==> src/rtl/multicycle_controller_pkg.sv <==
// Shared definitions for the multicycle MIPS control FSM: state codes,
// opcode constants, mux-select codes and the decoded control bundle.
package multicycle_controller_pkg;

    localparam int unsigned AWL  = 6;
    localparam int unsigned SW_W = 4;

    typedef enum logic [SW_W-1:0] {
        S_FETCH   = 4'd0,
        S_DECODE  = 4'd1,
        S_MEMADR  = 4'd2,
        S_MEMRD   = 4'd3,
        S_MEMWB   = 4'd4,
        S_MEMWR   = 4'd5,
        S_EXECUTE = 4'd6,
        S_ALUWB   = 4'd7,
        S_BRANCH  = 4'd8,
        S_ADDIEX  = 4'd9,
        S_ADDIWB  = 4'd10,
        S_JUMP    = 4'd11,
        S_HALT    = 4'd12
    } state_t;

    localparam logic [AWL-1:0] OP_RTYPE = 6'b000000;
    localparam logic [AWL-1:0] OP_LW    = 6'b100011;
    localparam logic [AWL-1:0] OP_SW    = 6'b101011;
    localparam logic [AWL-1:0] OP_ADDI  = 6'b001000;
    localparam logic [AWL-1:0] OP_BEQ   = 6'b000100;
    localparam logic [AWL-1:0] OP_J     = 6'b000010;

    localparam logic [1:0] ALUOP_ADD   = 2'b00;
    localparam logic [1:0] ALUOP_SUB   = 2'b01;
    localparam logic [1:0] ALUOP_FUNCT = 2'b10;

    localparam logic [1:0] SRCB_REGB  = 2'b00;
    localparam logic [1:0] SRCB_FOUR  = 2'b01;
    localparam logic [1:0] SRCB_IMM   = 2'b10;
    localparam logic [1:0] SRCB_IMMSH = 2'b11;

    localparam logic [1:0] PCSRC_ALU    = 2'b00;
    localparam logic [1:0] PCSRC_ALUOUT = 2'b01;
    localparam logic [1:0] PCSRC_JUMP   = 2'b10;

    // Datapath control bundle produced by the state decoder
    typedef struct packed {
        logic       iord;
        logic       irwe;
        logic       dmwe;
        logic       pcen;
        logic [1:0] pcsrc;
        logic       alusrca;
        logic [1:0] alusrcb;
        logic [1:0] aluop;
        logic       rfdsel;
        logic       mtorfsel;
        logic       rfwe;
        logic       halted;
    } ctrl_t;

endpackage

==> src/rtl/mc_ctrl_decode.sv <==
// Moore output decoder: current state (plus MemReady/Zero qualifiers) to
// datapath controls. Optional macro MC_ILLEGAL_TRAP_EN enables Halted in HALT.
module mc_ctrl_decode
    import multicycle_controller_pkg::*;
(
    input  state_t state,
    input  logic   mem_ready,
    input  logic   zero,
    output ctrl_t  ctrl_c
);

    // Every control defaults to 0; each state raises only what it needs
    always_comb begin
        ctrl_c = '0;
        case (state)
            S_FETCH: begin
                ctrl_c.iord    = 1'b0;
                ctrl_c.alusrca = 1'b0;
                ctrl_c.alusrcb = SRCB_FOUR;
                ctrl_c.aluop   = ALUOP_ADD;
                ctrl_c.pcsrc   = PCSRC_ALU;
                ctrl_c.irwe    = mem_ready;
                ctrl_c.pcen    = mem_ready;
            end
            S_DECODE: begin
                ctrl_c.alusrca = 1'b0;
                ctrl_c.alusrcb = SRCB_IMMSH;
                ctrl_c.aluop   = ALUOP_ADD;
            end
            S_MEMADR: begin
                ctrl_c.alusrca = 1'b1;
                ctrl_c.alusrcb = SRCB_IMM;
                ctrl_c.aluop   = ALUOP_ADD;
            end
            S_MEMRD: begin
                ctrl_c.iord = 1'b1;
            end
            S_MEMWB: begin
                ctrl_c.rfdsel   = 1'b0;
                ctrl_c.mtorfsel = 1'b1;
                ctrl_c.rfwe     = 1'b1;
            end
            S_MEMWR: begin
                ctrl_c.iord = 1'b1;
                ctrl_c.dmwe = 1'b1;
            end
            S_EXECUTE: begin
                ctrl_c.alusrca = 1'b1;
                ctrl_c.alusrcb = SRCB_REGB;
                ctrl_c.aluop   = ALUOP_FUNCT;
            end
            S_ALUWB: begin
                ctrl_c.rfdsel   = 1'b1;
                ctrl_c.mtorfsel = 1'b0;
                ctrl_c.rfwe     = 1'b1;
            end
            S_BRANCH: begin
                ctrl_c.alusrca = 1'b1;
                ctrl_c.alusrcb = SRCB_REGB;
                ctrl_c.aluop   = ALUOP_SUB;
                ctrl_c.pcsrc   = PCSRC_ALUOUT;
                ctrl_c.pcen    = zero;
            end
            S_ADDIEX: begin
                ctrl_c.alusrca = 1'b1;
                ctrl_c.alusrcb = SRCB_IMM;
                ctrl_c.aluop   = ALUOP_ADD;
            end
            S_ADDIWB: begin
                ctrl_c.rfdsel   = 1'b0;
                ctrl_c.mtorfsel = 1'b0;
                ctrl_c.rfwe     = 1'b1;
            end
            S_JUMP: begin
                ctrl_c.pcsrc = PCSRC_JUMP;
                ctrl_c.pcen  = 1'b1;
            end
            S_HALT: begin
`ifdef MC_ILLEGAL_TRAP_EN
                ctrl_c.halted = 1'b1;
`else
                ctrl_c.halted = 1'b0;
`endif
            end
            default: ctrl_c = '0;
        endcase
    end

endmodule

==> src/rtl/multicycle_controller.sv <==
// Multicycle MIPS control FSM: state register and next-state logic; outputs
// come from mc_ctrl_decode. Optional macro MC_ILLEGAL_TRAP_EN traps unknown
// opcodes into HALT instead of treating them as NOPs.
module multicycle_controller
    import multicycle_controller_pkg::*;
(
    input  logic            CLK,
    input  logic            RST,
    input  logic [AWL-1:0]  Opcode,
    input  logic            Zero,
    input  logic            MemReady,
    output logic            IorD,
    output logic            IRWE,
    output logic            DMWE,
    output logic            PCEn,
    output logic [1:0]      PCSrc,
    output logic            ALUSrcA,
    output logic [1:0]      ALUSrcB,
    output logic [1:0]      ALUOp,
    output logic            RFDSel,
    output logic            MtoRFSel,
    output logic            RFWE,
    output logic [SW_W-1:0] State,
    output logic            Halted
);

    state_t state_q;
    state_t state_d;
    ctrl_t  ctrl_c;

    // State register with synchronous reset to FETCH
    always_ff @(posedge CLK) begin
        if (RST) begin
            state_q <= S_FETCH;
        end else begin
            state_q <= state_d;
        end
    end

    // Next-state logic; Opcode is consulted only in DECODE and MEMADR
    always_comb begin
        state_d = S_FETCH;
        case (state_q)
            S_FETCH:   state_d = MemReady ? S_DECODE : S_FETCH;
            S_DECODE: begin
                case (Opcode)
                    OP_RTYPE:     state_d = S_EXECUTE;
                    OP_LW, OP_SW: state_d = S_MEMADR;
                    OP_ADDI:      state_d = S_ADDIEX;
                    OP_BEQ:       state_d = S_BRANCH;
                    OP_J:         state_d = S_JUMP;
`ifdef MC_ILLEGAL_TRAP_EN
                    default:      state_d = S_HALT;
`else
                    default:      state_d = S_FETCH;
`endif
                endcase
            end
            S_MEMADR:  state_d = (Opcode == OP_LW) ? S_MEMRD : S_MEMWR;
            S_MEMRD:   state_d = MemReady ? S_MEMWB : S_MEMRD;
            S_MEMWB:   state_d = S_FETCH;
            S_MEMWR:   state_d = MemReady ? S_FETCH : S_MEMWR;
            S_EXECUTE: state_d = S_ALUWB;
            S_ALUWB:   state_d = S_FETCH;
            S_BRANCH:  state_d = S_FETCH;
            S_ADDIEX:  state_d = S_ADDIWB;
            S_ADDIWB:  state_d = S_FETCH;
            S_JUMP:    state_d = S_FETCH;
            S_HALT:    state_d = S_HALT;
            default:   state_d = S_FETCH;
        endcase
    end

    mc_ctrl_decode u_decode (
        .state     (state_q),
        .mem_ready (MemReady),
        .zero      (Zero),
        .ctrl_c    (ctrl_c)
    );

    assign IorD     = ctrl_c.iord;
    assign IRWE     = ctrl_c.irwe;
    assign DMWE     = ctrl_c.dmwe;
    assign PCEn     = ctrl_c.pcen;
    assign PCSrc    = ctrl_c.pcsrc;
    assign ALUSrcA  = ctrl_c.alusrca;
    assign ALUSrcB  = ctrl_c.alusrcb;
    assign ALUOp    = ctrl_c.aluop;
    assign RFDSel   = ctrl_c.rfdsel;
    assign MtoRFSel = ctrl_c.mtorfsel;
    assign RFWE     = ctrl_c.rfwe;
    assign Halted   = ctrl_c.halted;
    assign State    = SW_W'(state_q);

endmodule
==> config.mk <==
export PLATFORM = sky130hd
export DESIGN_NAME = multicycle_controller
export DESIGN_NICKNAME = d
export VERILOG_FILES = /design/src/rtl/multicycle_controller_pkg.sv /design/src/rtl/mc_ctrl_decode.sv /design/src/rtl/multicycle_controller.sv
export SDC_FILE = /design/constraint.sdc
export NUM_CORES = 1
export LEC_CHECK = 0
export ABC_AREA = 1
export CAP_MARGIN = 20
export CORE_UTILIZATION = 30
export DETAILED_ROUTE_END_ITERATION = 7
export PLACE_DENSITY = 0.75
export SYNTH_ARGS = -nofsm -noshare
export SYNTH_HDL_FRONTEND = slang
export SYNTH_SLANG_ARGS = --single-unit
export TNS_END_PERCENT = 1
==> constraint.sdc <==
create_clock -name CLK -period 1.5 [get_ports CLK]
set_input_delay 0.3 -clock CLK [delete_from_list [all_inputs] [get_ports CLK]]
set_output_delay 0.3 -clock CLK [all_outputs]
set_load 0.02 [all_outputs]
==> results.ini, run 1 <==
[outcome]
status = complete, but fails checks
violations = setup timing

[cells_and_area]
final_cell_mix = 20 x nor2_1, 19 x buf_4, 15 x nand3_1
area_growth_pct = 91.5
layout_commonest_cell = nor2_1
layout.nets = 153
largest_reg_flops = 4
diodes = 0
final_layout_size_suffix_gt1_share_pct = 45.4
final_area_sq_um = 956

[timing]
rsz0062_at_grt = yes
clock.fmax_ghz = 0.657
setup_tns_ns = -0.0234
fin_ws_ns = -0.0213
setup_viol = 2
finClkSkew_ns = 0.00369
finalHoldViolCount = 0
period_share_pct = 101
finalMaxSlewViolations = 0
whs_ns = 0.602
fin_crit_ns = 1.52

[place]
place_congestion = 0.808
placed_cell_area_sq_um = 917
portBuffers = 27
dpl.hpwl_um = 1270

[synthesis]
synth-seq-cells = 4
syn_area_sq_um = 499
yosys.area.top_type = nor2_1
synth.net_count = 106
yosysTopAreaCellShare_pct = 19.5
ys_warn_count = 0
synth_seq_area_share_pct = 16.0
synth.distinct_cells = 17
synth_cells = 96
avgSynthCellArea_sq_um = 5.20
yosys-top-cells-area = nor2_1 20%, dfxtp_1 16%, nand3_1 16%

[worst_hold_path]
hp-class = in2reg
hold_end = State[0]
hold_start = MemReady
holdPathStages = 5

[setup_path]
worst_r2r_startpoint = State[3]
cp_cell_sequence = inv_4 > nand2_4 > nor2_4 > a211o_1 > buf_6
rrSetupSlack_ns = 0.26
reg2reg_to = State[0]
crit_arrival_ns = 1.22
crit_path_top_delay_cell = dfxtp_4
critical-path-top-delay-family = flip-flops
end_kind = output port
critPathMaxFanout = 5
critPathBufInv = 2
path_class = reg2out
crit_path_start_kind = flop
crit_required_ns = 1.20
r2r_cells = 9
max_stage_delay_ns = 0.40

[clock_network]
cts_setup_buffers = 0
ctsHoldBuffers = 0
cts_sinks = 4
cts_tree = built
cts-root-buf = clkbuf_4
clk_latency_ns = 0.23
clockBufferDepth = 2
cts_max_level = 1
cts_buffers = 3
path_clk_slew_ns = 0.04

[grt]
gr-usage-all-layers_pct = 17.0
grt-ovfl-total = 0
grt_max_degree = 6
grt_pass1_vias = 645
antenna_found_initial = 0
grt_pass1_wl_um = 2460

[die]
start_util_pct = 32.8
coreArea_sq_um = 1520
row_count = 14
die_area_sq_um = 1830
die_w_um = 42.8
die_height_um = 42.8
ios = 29

[route]
wl_met3_um = 108
via_per_inst = 4.62
drc = 0
vias = 725
wl_met2_um = 899
top_layer = met4
m1WireLength_um = 599
wl_um = 1630
wl_per_cell_um = 10.4
drt-pass1-iter-count = 5
postRouteAntennaNets = 0
drtIter0Drc = 11

[pwr]
ir_drop_v = 0.000326
p_sw_share_pct = 31.0
seqPwrFrac_pct = 29.3
comb_power_share_pct = 35.2
internal_power_uw = 255
leakagePower_nw = 0.530
switching_power_uw = 115
power_density_nw_per_um2 = 387
p_clk_share_pct = 35.5

[flow_run]
maxCapViolCount = 0

==> synth_stat cells (all sizes together) <==
library cell,n
inv,17
buf,1
dfxtp,4
a211o,1
o21ai,2
nor2,30
o22ai,1
nand2,18
a21oi,3
conb,1
nand3,16
nand3b,1
and2,1
==> worst max-delay path by stage <==
| stage | slack [ns] | cells after the start | from | end |
|---|---|---|---|---|
| floorplan | 0.05 | 4 | State[1] | RFWE |
| global placement | -0.43 | 5 | MemReady | PCEn |
| detailed placement | -0.46 | 5 | MemReady | PCEn |
| CTS | -0.17 | 6 | State[1] | RFWE |
| global route | -0.09 | 6 | State[3] | RFWE |
| finish | -0.02 | 5 | State[2] | PCEn |
==> timing repair <==
item	4_1_cts	5_1_grt
resized for setup	51	39
pin swaps	0	4
setup endpoints to repair	18	12
==> routing by layer <==
metal	GRT usage, %	up-vias
li1	-	394
met1	17.4	302
met2	34.2	27
met3	4.68	2
met4	1.88	0
met5	0	-
==> cell families (layout without fill, tap and decap cells) <==
| group | count (synthesis) | in the layout | synth area share (%) |
|---|---|---|---|
| AND/OR/NAND/NOR | 66 | 66 | 60.9 |
| buffers and inverters | 18 | 63 | 14.3 |
| AO/OA/AOI/OAI | 7 | 7 | 8.02 |
| flip-flops | 4 | 4 | 16.0 |
| other | 1 | 1 | 0.751 |
==> power by group through the flow <==
stage	sequential, mW	clock (mW)	combinational [mW]
floorplan	0.118	0	0.0531
global placement	0.114	0	0.123
detailed placement	0.114	0	0.125
CTS	0.113	0.132	0.121
global route	0.108	0.149	0.141
finish	0.108	0.131	0.130
==> layout make-up <==
class                      instances  area [sq um]
clock buffer                       3          22.5
fill                             145           568
inverter                          17          68.8
multi-input combinational         74           412
sequential                         4          95.1
tap                               16          20.0
timing repair buffer              43           338
==> metrics by stage <==
step | util, % | power (mW) | setup slack (ns) | std cells
after floorplan | - | 0.171 | 0.0489 | 96
after global placement | 60.2 | 0.236 | -0.434 | 154
after detailed placement | 60.2 | 0.239 | -0.459 | 154
after CTS | 60.2 | 0.365 | -0.168 | 157
after global routing | 62.7 | 0.398 | -0.0921 | 157
final | 62.7 | 0.370 | -0.0213 | 157
==> worst register-to-register path: cells and delay by family, from the launching register on <==
kind | cells | cell delay (ns)
compound gates | 1 | 0.08
simple gates | 5 | 0.33
flops | 1 | 0.39
buf+inv | 3 | 0.34
No activity file was read; power rests on OpenSTA's default activity.
==> run 2: changes to the inputs <==
Settings changed: CTS_CLUSTER_SIZE from default to 8.
==> results of run 2 <==
The final DEF is identical to that of run 1; final timing and power are the same.
